File: src/rtl/vid_capture.sv
// Game-video capture front end: recovers line/frame structure from blanking alone
// and emits frame-store write strobes with (col,row) addresses and RGB444 data.
module vid_capture #(
    parameter int H_ACTIVE   = 336,
    parameter int V_ACTIVE   = 240,
    parameter int VBLANK_MIN = 512
) (
    input  logic        MCKF,
    input  logic        reset,
    input  logic [15:0] VIDOUT,
    input  logic        VIDBLANK_b,
    output logic        wr_en,
    output logic [8:0]  wr_col,
    output logic [7:0]  wr_row,
    output logic [11:0] wr_data,
    output logic        frame_start,
    output logic        line_done,
    output logic        locked,
    output logic        err_overrun
);

    localparam int BW = $clog2(VBLANK_MIN + 1);
    localparam logic [BW-1:0] BLANK_MAX = BW'(VBLANK_MIN);
    localparam logic [BW-1:0] BLANK_HIT = BW'(VBLANK_MIN - 1);
    localparam logic [8:0]    H_LIM     = 9'(H_ACTIVE);
    localparam logic [7:0]    V_LIM     = 8'(V_ACTIVE);

    typedef enum logic [1:0] {SEARCH, ARMED, ACTIVE} state_t;

    state_t        state;
    logic [BW-1:0] blank_run;
    logic [8:0]    col;
    logic [7:0]    row;
    logic          bad;
    logic          prev_act;
    logic          vb_hit;

    // The cycle on which blank_run steps onto VBLANK_MIN marks vertical blank.
    assign vb_hit = !VIDBLANK_b && (blank_run == BLANK_HIT);

    always_ff @(posedge MCKF or posedge reset) begin
        if (reset) begin
            state       <= SEARCH;
            blank_run   <= '0;
            col         <= '0;
            row         <= '0;
            bad         <= 1'b0;
            prev_act    <= 1'b0;
            wr_en       <= 1'b0;
            wr_col      <= '0;
            wr_row      <= '0;
            wr_data     <= '0;
            frame_start <= 1'b0;
            line_done   <= 1'b0;
            locked      <= 1'b0;
            err_overrun <= 1'b0;
        end else begin
            wr_en       <= 1'b0;
            frame_start <= 1'b0;
            line_done   <= 1'b0;
            prev_act    <= VIDBLANK_b;

            if (VIDBLANK_b)
                blank_run <= '0;
            else if (blank_run != BLANK_MAX)
                blank_run <= blank_run + 1'b1;

            case (state)
                SEARCH: begin
                    if (vb_hit)
                        state <= ARMED;
                end

                ARMED: begin
                    if (VIDBLANK_b) begin
                        wr_en       <= 1'b1;
                        wr_col      <= '0;
                        wr_row      <= '0;
                        wr_data     <= VIDOUT[11:0];
                        frame_start <= 1'b1;
                        col         <= 9'd1;
                        row         <= '0;
                        bad         <= 1'b0;
                        state       <= ACTIVE;
                    end
                end

                ACTIVE: begin
                    if (VIDBLANK_b) begin
                        if (col < H_LIM && row < V_LIM) begin
                            wr_en   <= 1'b1;
                            wr_col  <= col;
                            wr_row  <= row;
                            wr_data <= VIDOUT[11:0];
                            col     <= col + 1'b1;
                        end else begin
                            err_overrun <= 1'b1;
                            bad         <= 1'b1;
                        end
                    end else begin
                        // Line end and frame end never share a cycle since VBLANK_MIN > 1.
                        if (prev_act) begin
                            line_done <= 1'b1;
                            col       <= '0;
                            if (row != 8'hFF)
                                row <= row + 1'b1;
                        end
                        if (vb_hit) begin
                            locked <= (row == V_LIM) && !bad;
                            state  <= ARMED;
                        end
                    end
                end

                default: state <= SEARCH;
            endcase
        end
    end

endmodule

File: config.mk
export PLATFORM = sky130hd
export DESIGN_NAME = vid_capture
export DESIGN_NICKNAME = d
export VERILOG_FILES = /design/src/rtl/vid_capture.sv
export SDC_FILE = /design/constraint.sdc
export NUM_CORES = 1
export LEC_CHECK = 0
export CORE_AREA = 2 2 106 108
export CTS_CLUSTER_SIZE = 8
export DETAILED_ROUTE_END_ITERATION = 12
export DIE_AREA = 0 0 108 110
export SETUP_SLACK_MARGIN = 0.05
export SYNTH_ARGS = -nofsm -noshare
export SYNTH_HDL_FRONTEND = slang
export SYNTH_SLANG_ARGS = --single-unit
File: constraint.sdc
create_clock -name MCKF -period 3.1 [get_ports MCKF]
set_input_delay 0.775 -clock MCKF [delete_from_list [all_inputs] [get_ports MCKF]]
set_output_delay 0.775 -clock MCKF [all_outputs]
set_load 0.01 [all_outputs]
==> summary by stage <==
Outcome
The run finished with clean final reports.

Logic synthesis
The number of nets handed over by synthesis was between 300 and 400. Ranked by total cell area, the synthesized netlist is headed by sky130_fd_sc_hd__dfrtp_1 52%, sky130_fd_sc_hd__nand2_1 6.1%, sky130_fd_sc_hd__mux2_4 4.8%. The instance count of the mapped netlist is 299. The synthesized design spends more area on one cell type than any other, namely sky130_fd_sc_hd__dfrtp_1.

The number of flops mapped to enable cells by yosys is 0. Yosys printed 0 warnings. The most instantiated flip-flop cell in the synthesis netlist is sky130_fd_sc_hd__dfrtp_1. By count the netlist is led by 65 x sky130_fd_sc_hd__dfrtp_1, 51 x sky130_fd_sc_hd__nand2_1, 22 x sky130_fd_sc_hd__o21ai_0. The number of different library cells used by synthesis comes to 49. The average size of a mapped cell is 10.4 um2.

The share of the yosys chip area belonging to registers is 52.1%. Yosys instantiated no cell more often than sky130_fd_sc_hd__dfrtp_1. After synthesis the cells add up to approximately 0.0031 mm2. The register bit count reported by yosys is between 60 and 70. The fraction of registers with async set/reset is 100%. The top-area cell type share of the netlist area is 52.1%.

Clock tree
The number of hold buffers added after CTS was 0. TritonCTS built the clock tree. At the later pin of the worst-skew pair, clock insertion delay measures 0.34 ns. The number of buffers added for setup after CTS is 0. Clock-pin slew was measured on the worst setup and hold paths at 0.07 ns.

The clock tree synthesis step divided the H-tree into 3 levels. In this run, CTS created clock tree buffers numbering 9. The clock tree buffer depth is 2. For this design, the sink count on the clock tree is 65. In this run, post-CTS repair resized a total of 0 instances. The CTS root buffer is sky130_fd_sc_hd__clkbuf_8.

Place
Input and output buffers added on the ports amount to 48. After legalization and detailed placement, the total HPWL measured 4.57 mm. Routability-driven placement finished with a final weighted congestion of 0.828. The cell area after placement is 0.00379 mm2.

Pwr
The static leakage is 1.70 nW. The areal power density over the cells is between 300 and 400 mW/mm2. VDD sags by at most 0.210 mV. The total power after layout is 0.00159 W.

Route
The number of nets still failing antenna checks after routing is 0. The vias after detailed routing is ~2,400. The wire length per cell after detailed routing is 12.9 um. The detailed-route vias per instance is 4.79. The final layout contains routed wiring with a total length of between 6 and 7 mm. The detailed router finished its first iteration with 88 violations. In the routed design, unresolved DRC markers number 0. The first detailed-routing pass took 4 iterations.

Hold path
The number of cells on the worst hold path is 1. The type of the most critical hold path is register to register.

Floorplanning
Once the floorplan was initialized, standard cells occupied between 20 and 30% of the core. 53 I/O pins were placed. The core area is about 0.011 mm2.

The x dimension of the die is 108 um. After floorplanning, the core was divided into 38 placement rows. The die covers 0.0119 mm2. The die is 110 um tall.

STA
The setup skew after layout is roughly 0.015 ns. The transition time at the pin with the least slew margin is ~0.48 ns. The minimum period implied by the final worst setup slack is 2.24 ns. The post-route worst hold slack is 0.466 ns. Setup repair after global routing left no endpoint under its margin. The count of endpoints failing hold in the final timing report is 0. The number of setup violations in the final report is 0. The portion of the clock cycle consumed by the worst path in the final layout is between 70% and 80%. The achievable clock frequency is 0.447 GHz. The total negative slack for setup checks is 0 ns. The number of pins with negative max-slew slack in the final report is 0. Headroom to the max-slew limit came out at 67.6%.

Worst setup path
Data on the critical path is required at its endpoint by 3.36 ns. On the worst path, the slowest cell contributes a delay of approximately 0.46 ns. The sort of element at the end of the critical path is a register. The type of the worst setup path is register to register. The category of the worst setup path launch point is a register. STA puts the critical path data arrival time at about 2.5 ns. The biggest fanout along the worst timing path is 11. The number of cells on the worst reg-to-reg path is 6. On the critical path, the stage with the largest delay is an instance of sky130_fd_sc_hd__o211ai_2. The signal on the critical path passes through inv_1 -> ha_1 -> inv_2 -> o211ai_2 -> o21a_1 -> mux2i_1.

Global route
The maximum number of pins on one net before global-route repair is 53. The via count of the first global-routing pass is between 2,000 and 2,500. The number of antenna violations at the first check in global routing is 0.

Global routing used 11.9% of the available tracks across all layers. The global-route wire length before repair is 11.2 mm. After global routing the overflow that remains totals 0.

Cells and area
Measured on the finished design, the core utilization comes to between 30% and 40%. Of the cells placed in the final design, the portion with a size suffix greater than 1 is between 10% and 20%. The number of nets in the layout is 383.

The final antenna diode count is 0. The area growth from synthesis to layout is 27.6%. The finished cells cover 0.00398 mm2. The number of filler cells placed in the layout is 1,056.

Run
Max-cap violations in this run came to 0.
routing by layer:
metal	wire length (um)	track usage [%]	share of wire (%)
met1	2940	15.3	45
met2	3180	19.2	49
met3	285	3.76	4.4
met4	71	3.85	1.1
met5	0	0	0
through the flow:
| step | std cells | setup WS [ns] |
|---|---|---|
| after floorplan | 299 | 0.699 |
| after global routing | 500 | 0.602 |
| after CTS | 500 | 0.853 |
| after global placement | 484 | 0.514 |
| final | 500 | 0.864 |
| after detailed placement | 484 | 0.524 |
worst paths after layout:
| kind | startpoint | end | slack, ns |
|---|---|---|---|
| worst max-delay path | state[0] | col[0] | 0.86 |
| min in group asynchronous | reset | wr_data[1] | 0.70 |
| worst min register to register | err_overrun | err_overrun | 0.47 |
| max in group asynchronous | reset | col[0] | 1.82 |
| worst max register to register | state[0] | col[0] | 0.86 |
| worst min-delay path | err_overrun | err_overrun | 0.47 |
flip-flops by register name, summed over array words and instances, names as in the netlist:
signal and flops:
wr_data 12, col 9, wr_en 1, row 8
wr_row 8, locked 1, blank_run 10, prev_act 1
line_done 1, frame_start 1, bad 1, state 2
wr_col 9, err_overrun 1
power breakdown:
group	switching (W)	internal [W]
clock	0.000337	0.000336
combinational	0.0000304	0.0000300
sequential	0.00000562	0.000853
worst max-delay path: cells and delay by family (launching register included):
kind | cells | cell delay, ns
AO/OA/AOI/OAI | 2 | 0.89
multiplexers | 1 | 0.22
adder cells (fa/ha/maj) | 1 | 0.39
flip-flops | 1 | 0.42
buffers and inverters | 2 | 0.24
kinds of logic (layout without fill, tap and decap cells):
| logic type | count (synthesis) | after routing | share of synthesized area (%) |
|---|---|---|---|
| AO/OA/AOI/OAI | 61 | 61 | 13.1 |
| XOR/XNOR | 7 | 7 | 1.96 |
| adder cells (fa/ha/maj) | 9 | 9 | 3.61 |
| buffers and inverters | 22 | 83 | 3.17 |
| flip-flops | 65 | 65 | 52.1 |
| multiplexers | 17 | 17 | 7.17 |
| AND/OR/NAND/NOR | 118 | 118 | 18.8 |
cells in the final DEF (no fill, tap or decap), types with 5 or more instances in the layout:
master,instances
sky130_fd_sc_hd__a21oi_1,7
sky130_fd_sc_hd__a22o_1,5
sky130_fd_sc_hd__buf_4,7
sky130_fd_sc_hd__clkbuf_8,11
sky130_fd_sc_hd__clkdlybuf4s50_1,48
sky130_fd_sc_hd__dfrtp_1,65
sky130_fd_sc_hd__ha_1,9
sky130_fd_sc_hd__inv_1,9
sky130_fd_sc_hd__mux2_4,10
sky130_fd_sc_hd__nand2_1,51
sky130_fd_sc_hd__nand3_1,12
sky130_fd_sc_hd__nor2_1,11
sky130_fd_sc_hd__nor3_1,7
sky130_fd_sc_hd__nor4_1,7
sky130_fd_sc_hd__o21ai_0,22
sky130_fd_sc_hd__or3_1,6
sky130_fd_sc_hd__xor2_1,5
layout make-up:
cell class	count	area [um2]	area share [%]
flip-flops and latches	65	1630	40.8
multi-input cells	212	1400	35.1
repair buffers	56	553	13.9
well taps	140	175	4.40
clock buffers	11	151	3.80
inverters	11	41.3	1.04
clock inverters	5	40.0	1.01
Note: power is estimated with default switching activity, not from simulation.
